<file path="config.mk">
export PLATFORM = sky130hd
export DESIGN_NAME = mine_placer
export DESIGN_NICKNAME = d
export VERILOG_FILES = /design/src/rtl/mine_placer.sv
export SDC_FILE = /design/constraint.sdc
export NUM_CORES = 1
export LEC_CHECK = 0
export BUFFER_PORTS_ARGS = -buffer_cell sky130_fd_sc_hd__clkbuf_2
export CELL_PAD_IN_SITES_DETAIL_PLACEMENT = 1
export CELL_PAD_IN_SITES_GLOBAL_PLACEMENT = 2
export CORE_ASPECT_RATIO = 1.75
export CORE_MARGIN = 4
export CORE_UTILIZATION = 45
export CTS_BUF_LIST = sky130_fd_sc_hd__clkbuf_8
export DETAILED_ROUTE_END_ITERATION = 12
export MAX_ROUTING_LAYER = met4
export PLACE_DENSITY = 0.94
export SETUP_SLACK_MARGIN = 0.5
export SLEW_MARGIN = 40
export SYNTH_ARGS = -nofsm -noshare
export SYNTH_HDL_FRONTEND = slang
export SYNTH_SLANG_ARGS = --single-unit
</file>
<file path="constraint.sdc">
create_clock -name clk -period 3.8 [get_ports clk]
set_input_delay 0 -clock clk [delete_from_list [all_inputs] [get_ports clk]]
set_output_delay 0 -clock clk [all_outputs]
set_load 0.02 [all_outputs]
</file>
<file path="src/rtl/mine_placer.sv">
// Minesweeper board generator: clears an N x N board memory, then places mine_num mines at
// LFSR-chosen distinct fields, never on the protected first-click field.
module mine_placer #(
  parameter logic [15:0] LFSR_SEED = 16'hACE1,
  parameter int unsigned MAX_DIM   = 16
) (
  input  logic       clk,
  input  logic       rst,
  input  logic       start,
  input  logic [4:0] row_col_num,
  input  logic [7:0] mine_num,
  input  logic [3:0] safe_row,
  input  logic [3:0] safe_col,
  output logic       wr_en,
  output logic [3:0] wr_row,
  output logic [3:0] wr_col,
  output logic       wr_mine,
  output logic       busy,
  output logic       done,
  output logic       err,
  output logic [7:0] placed_ctr
);

  typedef enum logic [2:0] {StIdle, StClear, StGen, StCheck, StWrite, StFin} state_e;

  state_e       state_q, state_d;
  logic [15:0]  lfsr_q, lfsr_d;
  logic [4:0]   n_q, n_d;
  logic [7:0]   mines_q, mines_d;
  logic [3:0]   safe_r_q, safe_r_d, safe_c_q, safe_c_d;
  logic [3:0]   clr_r_q, clr_r_d, clr_c_q, clr_c_d;
  logic [3:0]   cand_r_q, cand_r_d, cand_c_q, cand_c_d;
  logic [255:0] bitmap_q, bitmap_d;
  logic [7:0]   placed_q, placed_d;
  logic         err_q, err_d;

  logic [9:0]   nn;
  logic         settings_ok;
  logic         reject;

  assign nn = {5'd0, row_col_num} * {5'd0, row_col_num};
  assign settings_ok = (row_col_num != 5'd0) && !(32'(row_col_num) > MAX_DIM) &&
                       ({2'd0, mine_num} < nn);

  // Range checks are 5-bit so that N=16 admits index 15.
  assign reject = ({1'b0, cand_r_q} >= n_q) || ({1'b0, cand_c_q} >= n_q) ||
                  bitmap_q[{cand_r_q, cand_c_q}] ||
                  ((cand_r_q == safe_r_q) && (cand_c_q == safe_c_q));

  always_comb begin
    state_d  = state_q;
    lfsr_d   = {lfsr_q[14:0], lfsr_q[15] ^ lfsr_q[13] ^ lfsr_q[12] ^ lfsr_q[10]};
    n_d      = n_q;
    mines_d  = mines_q;
    safe_r_d = safe_r_q;
    safe_c_d = safe_c_q;
    clr_r_d  = clr_r_q;
    clr_c_d  = clr_c_q;
    cand_r_d = cand_r_q;
    cand_c_d = cand_c_q;
    bitmap_d = bitmap_q;
    placed_d = placed_q;
    err_d    = err_q;
    unique case (state_q)
      StIdle: begin
        if (start) begin
          n_d      = row_col_num;
          mines_d  = mine_num;
          safe_r_d = safe_row;
          safe_c_d = safe_col;
          clr_r_d  = 4'd0;
          clr_c_d  = 4'd0;
          placed_d = 8'd0;
          err_d    = !settings_ok;
          state_d  = settings_ok ? StClear : StFin;
        end
      end
      StClear: begin
        bitmap_d = '0;
        if ({1'b0, clr_c_q} == n_q - 5'd1) begin
          clr_c_d = 4'd0;
          clr_r_d = clr_r_q + 4'd1;
          if ({1'b0, clr_r_q} == n_q - 5'd1) begin
            state_d = (mines_q == 8'd0) ? StFin : StGen;
          end
        end else begin
          clr_c_d = clr_c_q + 4'd1;
        end
      end
      StGen: begin
        cand_r_d = lfsr_q[3:0];
        cand_c_d = lfsr_q[7:4];
        state_d  = StCheck;
      end
      StCheck: begin
        state_d = reject ? StGen : StWrite;
      end
      StWrite: begin
        bitmap_d[{cand_r_q, cand_c_q}] = 1'b1;
        placed_d = placed_q + 8'd1;
        state_d  = (placed_q + 8'd1 == mines_q) ? StFin : StGen;
      end
      StFin: begin
        state_d = StIdle;
      end
      default: state_d = StIdle;
    endcase
  end

  always_ff @(posedge clk or negedge rst) begin
    if (!rst) begin
      state_q  <= StIdle;
      lfsr_q   <= LFSR_SEED;
      n_q      <= '0;
      mines_q  <= '0;
      safe_r_q <= '0;
      safe_c_q <= '0;
      clr_r_q  <= '0;
      clr_c_q  <= '0;
      cand_r_q <= '0;
      cand_c_q <= '0;
      bitmap_q <= '0;
      placed_q <= '0;
      err_q    <= 1'b0;
    end else begin
      state_q  <= state_d;
      lfsr_q   <= lfsr_d;
      n_q      <= n_d;
      mines_q  <= mines_d;
      safe_r_q <= safe_r_d;
      safe_c_q <= safe_c_d;
      clr_r_q  <= clr_r_d;
      clr_c_q  <= clr_c_d;
      cand_r_q <= cand_r_d;
      cand_c_q <= cand_c_d;
      bitmap_q <= bitmap_d;
      placed_q <= placed_d;
      err_q    <= err_d;
    end
  end

  always_comb begin
    busy       = (state_q == StClear) || (state_q == StGen) ||
                 (state_q == StCheck) || (state_q == StWrite);
    done       = (state_q == StFin);
    err        = err_q;
    placed_ctr = placed_q;
    wr_en      = (state_q == StClear) || (state_q == StWrite);
    wr_mine    = (state_q == StWrite);
    wr_row     = 4'd0;
    wr_col     = 4'd0;
    if (state_q == StClear) begin
      wr_row = clr_r_q;
      wr_col = clr_c_q;
    end else if (state_q == StWrite) begin
      wr_row = cand_r_q;
      wr_col = cand_c_q;
    end
  end

endmodule

</file>
### Word level (Yosys, flattened, before mapping)

Index checks and enable logic that the tools add are counted.

* register bits after elaboration: 321
* logic and storage cells: 89

* add/subtract/negate cells: 4
* multipliers: 1
* $lt $le $gt $ge: 6
* eq/ne operators: 13
* multiplexer cells: 24
* bitwise gates (word level): 4
* reductions and logical operators: 24

Operator list (number)
* 256-bit one-hot mux with 2 select lines: 1
* 256-bit OR: 1
* 4-bit 2-to-1 mux: 7
* 3-bit 2-to-1 mux: 7
* 4-bit one-hot mux with 2 select lines: 2
* 8-bit one-hot mux with 2 select lines: 1
* 3-bit one-hot mux with 5 select lines: 1
* 4-bit by 5-bit == test with 1-bit output: 2
* 4-bit by 5-bit >= comparator with 1-bit output: 2
* 8-bit by 10-bit < comparator with 1-bit output: 1
* 5-bit by 5-bit multiplier with 10-bit output: 1
* 8-bit by 9-bit < comparator with 1-bit output, second input constant: 1
* 4-bit by 1-bit adder with 4-bit output, second input constant: 2
* 8-bit by 1-bit adder with 8-bit output, second input constant: 1
* 1-bit binary-select mux with 8-bit select: 1
* 1-bit demux with 8-bit select: 1
* 4-bit == test: 2
* 8-bit == test: 1
* 8-bit by 1-bit >= comparator with 1-bit output, second input constant: 1
* 8-bit logical NOT: 1
* 8-bit 2-to-1 mux: 1
* 1-bit logical OR: 7
* 3-bit by 2-bit == test with 1-bit output, second input constant: 2
* 3-bit == test, second input constant: 2
* other kinds (13): 27

### Depth between registers and ports, before layout

* depth in word-level cells: 7
* gate-level depth with buffers: 20

### Least setup slack after synthesis

No wires, ideal clock.

* path type: input port to flip-flop
* start point: input port row_col_num[1]
* end point: register state_q[2]
* setup time: 124 ps
* arrival time: 3767 ps
* required time: 3676 ps
* slack: -91 ps
* stages: 20
* buffers on the path: 1
* cells stage by stage: clkbuf_1 nand2_1 fa_1 fa_1 inv_1 ha_1 a31o_2 ha_1 a21boi_0 o21ai_0 nand2b_1 xnor2_1 ha_1 o211ai_1 nor2_1 a221o_1 o21ai_0 o211ai_1 a21oi_1 o21bai_1

* cells in the longest elaborated chain, start to end: 7
* elaborated cells on any way between the ends: 10

Ends and longest elaborated chain
* start: declaration: RTL line 10 `input logic [4:0] row_col_num,`
* branches (longest 3 deep; another with 5-bit by 5-bit multiplier with 10-bit output)
* 1-bit logical AND (*): RTL line 42 `assign settings_ok = (row_col_num != 5'd0) && !(32'(row_col_num) > MAX_DIM) &&`
* 3-bit 2-to-1 mux (*): RTL line 75 `state_d = settings_ok ? StClear : StFin;`
* 3-bit 2-to-1 mux (*): RTL line 66 `if (start) begin`
* 3-bit one-hot mux with 5 select lines (*): RTL line 64 `unique case (state_q)`
* end signal: assignment: RTL line 112 `state_q <= StIdle;`
* end signal: assignment: RTL line 126 `state_q <= state_d;`
* end: declaration: RTL line 26 `state_e state_q, state_d;`

Every way passes the cells marked *. The select of a mux whose other input is x is not followed.
A chain may end at the register's enable or synchronous reset.

### Final worst setup path

* start point: register cand_c_q[0]
* end point: register state_q[2]

* cells in the longest elaborated chain, start to end: 6
* elaborated cells on any way between the ends: 10

Ends and longest elaborated chain
* start: declaration: RTL line 32 `logic [3:0] cand_r_q, cand_r_d, cand_c_q, cand_c_d;`
* start signal: assignment: RTL line 135 `cand_c_q <= cand_c_d;`
* 1-bit binary-select mux with 8-bit select or 4-bit by 5-bit >= comparator with 1-bit output (tied branches): RTL line 47, 46
* 1-bit 2-to-1 mux (implied by the code) or 1-bit logical OR (tied branches): RTL line 47, 46
* 1-bit logical OR: RTL line 46 `assign reject = ({1'b0, cand_r_q} >= n_q) || ({1'b0, cand_c_q} >= n_q) ||`
* 1-bit logical OR (*): RTL line 47 `bitmap_q[{cand_r_q, cand_c_q}] ||`
* 3-bit 2-to-1 mux (*): RTL line 96 `state_d = reject ? StGen : StWrite;`
* 3-bit one-hot mux with 5 select lines (*): RTL line 64

Mark *: on every way between the ends. The rest lies on a longest branch, timed or not. The select of a mux whose other input is x is not followed.

==> impl_metrics.ini <==
[power_and_ir_drop]
power_density_nw_per_um2 = 485
p_leak_nw = 7.91
peakVddDrop_v = 0.000468
finalPower_mw = 8.62

[clock_network]
insertion_delay_ns = 0.61
cts_tree = done
h-tree-depth = 2
clkTransAtPathRegs_ns = 0.07
cts_buffers = 47
cts-root-buf = clkbuf_8
cts_sinks = 321
cts_buffer_depth = 3

[floorplanning]
initial_core_util_pct = 45.5
io_pins = 45
core_um2 = 33600
die_h_um = 252
num_rows = 89
die_width_um = 147
die-area_um2 = 37200

[synth]
synth_cells = 1309
synth_top_cell_by_area = dfrtp_1
synth_flop_cell = dfrtp_1
post-synth-top-count-cell = dfrtp_1
syn_area_um2 = 15300
yosysTopAreaCellShare_pct = 51.1
synthArstFlopShare_pct = 100
synth_edf_count = 0
synthTopCellsByCount = dfrtp_1 (313), a22o_1 (170), nand2_1 (156)
syn_nets = 1364
syn_area_per_cell_um2 = 11.7
synth_area_leaders = dfrtp_1 (51%), a22o_1 (9.7%), mux4_2 (8.4%)
synth-seq-area-share_pct = 52.5
synth.yosys.warnings = 0
ys_types = 65
ys_seq_elements = 321

[setup_path]
cp-end-kind = flip-flop
crit_required_ns = 4.32
crit_chain = buf_12 > buf_12 > mux4_2 > a22o_1 > a32o_1 > or4_4 > or4_4 > nor4_2 > o21bai_1
critPathArrivalTime_ns = 3.76
rr_worst_depth = 9
critical_path_class = reg2reg
r2r_start = cand_c_q[0]
worst-path-max-fanout = 5
reg2reg_slack_ns = 0.56
reg2reg_to = state_q[2]
worst_path_max_delay_cell = or4_4
cp-start-kind = flip-flop
slowest_delay_ns = 0.58

[worst_hold_path]
holdPathEnd = err
hp-class = in2reg
worstHoldStart = row_col_num[2]
min_path_cells = 6

[route]
routed_via_density = 6.20
vias = 11710
wl_mm = 47.9
drtAntennaViolNets = 0
drt_first_pass_iters = 5
drt_iter0_drc = 849
wl_per_cell_um = 25.4
drc = 0

[sta]
worst_pin_slew_ns = 0.879
fmax_ghz = 0.309
relSlewSlack_pct = 41.2
min_period_ns = 3.24
setup_ws_ns = 0.560
final_hold_viol_count = 0
setup_viol = 0
drv_slew = 0
finClkSkew_ns = 0.0293
rsz0062_at_grt = true
min_period_over_period_pct = 85.3

[place]
preCtsSetupSlack_ns = -0.0851
dp_hpwl_mm = 33.1
port_buffers = 44
place_inst = 1779
place_congestion = 0.924

[outcome]
status = completed

[global_routing]
first_global_vias = 12991
grt_pass1_wl_mm = 75.9
antenna_found_initial = 1
met2_usage_pct = 47.3
overflow = 0
track_usage_pct = 27.0
busiest_layer = met2
met3_usage_pct = 2.95
grt_max_degree = 138
grtUsageMet1_pct = 29.0

[layout]
multiInputGateArea_um2 = 6950
layoutNonFillerInstCount = 1890
fillers = 3531
drive_gt1_share_pct = 22.0
final-seq-area_um2 = 8050
layout.nets = 1462
syn2layout_area_growth_pct = 16.1

[flow_run]
drv_cap = 0
## cell families (layout without fill, tap and decap cells)
kind of cell,Yosys count,in the layout,share of synthesized area (%)
buf+inv,116,241,3.02
simple gates,322,322,9.71
flops,321,321,52.5
fa+ha+maj,31,31,2.68
other cells,0,1,0
xor+xnor,40,40,2.38
mux,108,108,12.1
compound gates,371,371,17.6
## metrics by stage
step	setup TNS, ns	area [um^2]	utilization [%]	hold slack (ns)
6_report	0	17800	52.9	0.0740
2_1_floorplan	0	15400	-	-0.296
5_1_grt	0	17800	52.9	0.110
4_1_cts	0	17700	52.7	0.0384
3_5_place_dp	-0.0855	16500	48.9	0.0197
3_3_place_gp	-0.0192	16400	48.6	0.161
## how the worst max path moves through the flow
stage	from	endpoint	slack, ns	cells past startpoint
floorplan	row_col_num[1]	state_q[2]	0.21	20
global placement	row_col_num[1]	state_q[2]	-0.02	20
detailed placement	row_col_num[1]	state_q[2]	-0.09	20
CTS	row_col_num[1]	state_q[2]	0.53	20
global route	row_col_num[1]	state_q[2]	0.47	20
finish	cand_c_q[0]	state_q[2]	0.56	9
## flip-flops by register name, summed over array words and instances, names as in the netlist
register    flops
bitmap_q      256
cand_c_q        4
cand_r_q        4
clr_c_q         4
clr_r_q         4
err             1
lfsr_q         16
mines_q         8
n_q             5
placed_ctr      8
safe_c_q        4
safe_r_q        4
state_q         3
## critical path, delay by kind of cell (launching register included)
family / cells / cell delay (ns)
AND/OR/NAND/NOR: 3 / 1.37
AO/OA/AOI/OAI: 3 / 0.59
flip-flops: 1 / 0.50
multiplexers: 1 / 0.41
buffers and inverters: 2 / 0.28
## cells in the final DEF (no fill, tap or decap), types with 6 or more instances in the layout
cell type      synthesis  final
buf_4                  2     66
nand3_1               15     15
a22oi_1               13     13
a21oi_1                8      8
mux2_2                30     30
nand2b_1              11     11
buf_12                 0      6
nand4_1                9      9
ha_1                  28     27
o211ai_1               6      6
inv_1                 16     28
nor3_1                26     23
and2_1                 9      9
or2_2                  6      6
xnor2_1               26     25
clkbuf_2               0     43
clkbuf_8               0     57
nor2_1                48     46
nor2b_1               10     10
dlygate4sd3_1          0     24
and3_1                 8      8
o21ai_0              126    124
a21o_1                 8      8
nand2_1              156    154
xor2_1                13     13
dfrtp_1              313    310
mux4_2                57     57
a22o_1               170    170
dfstp_2                8      8
mux2i_1               20     19
nor4_1                 8      6
## power by group
part / switching, mW / leakage [nW] / internal, mW
sequential: 0.230 / 4.40 / 3.59
combinational: 1.27 / 2.99 / 0.680
clock: 1.36 / 0.522 / 1.49
## metal layers
layer	part of all wire (%)	vias up
met5	0	-
met3	3.2	162
li1	-	5063
met4	7.3	0
met2	54	360
met1	36	6125
## final cells by class
type / instances / share of cell area, %
clock buffers: 57 / 4.41
well taps: 455 / 3.20
clock inverters: 19 / 0.816
flip-flops and latches: 321 / 45.3
diodes: 1 / 0.0141
multi-input cells: 872 / 39.1
repair buffers: 147 / 6.82
inverters: 18 / 0.387
## timing repair
item,in CTS,in global routing
endpoints found under the setup margin,2,3
setup buffers,8,1
gates cloned,0,0
hold buffers,24,0
endpoints found under the hold margin,299,0
pin swaps,0,7
resized for setup,4,7
Power figures use the tool's default switching activity.
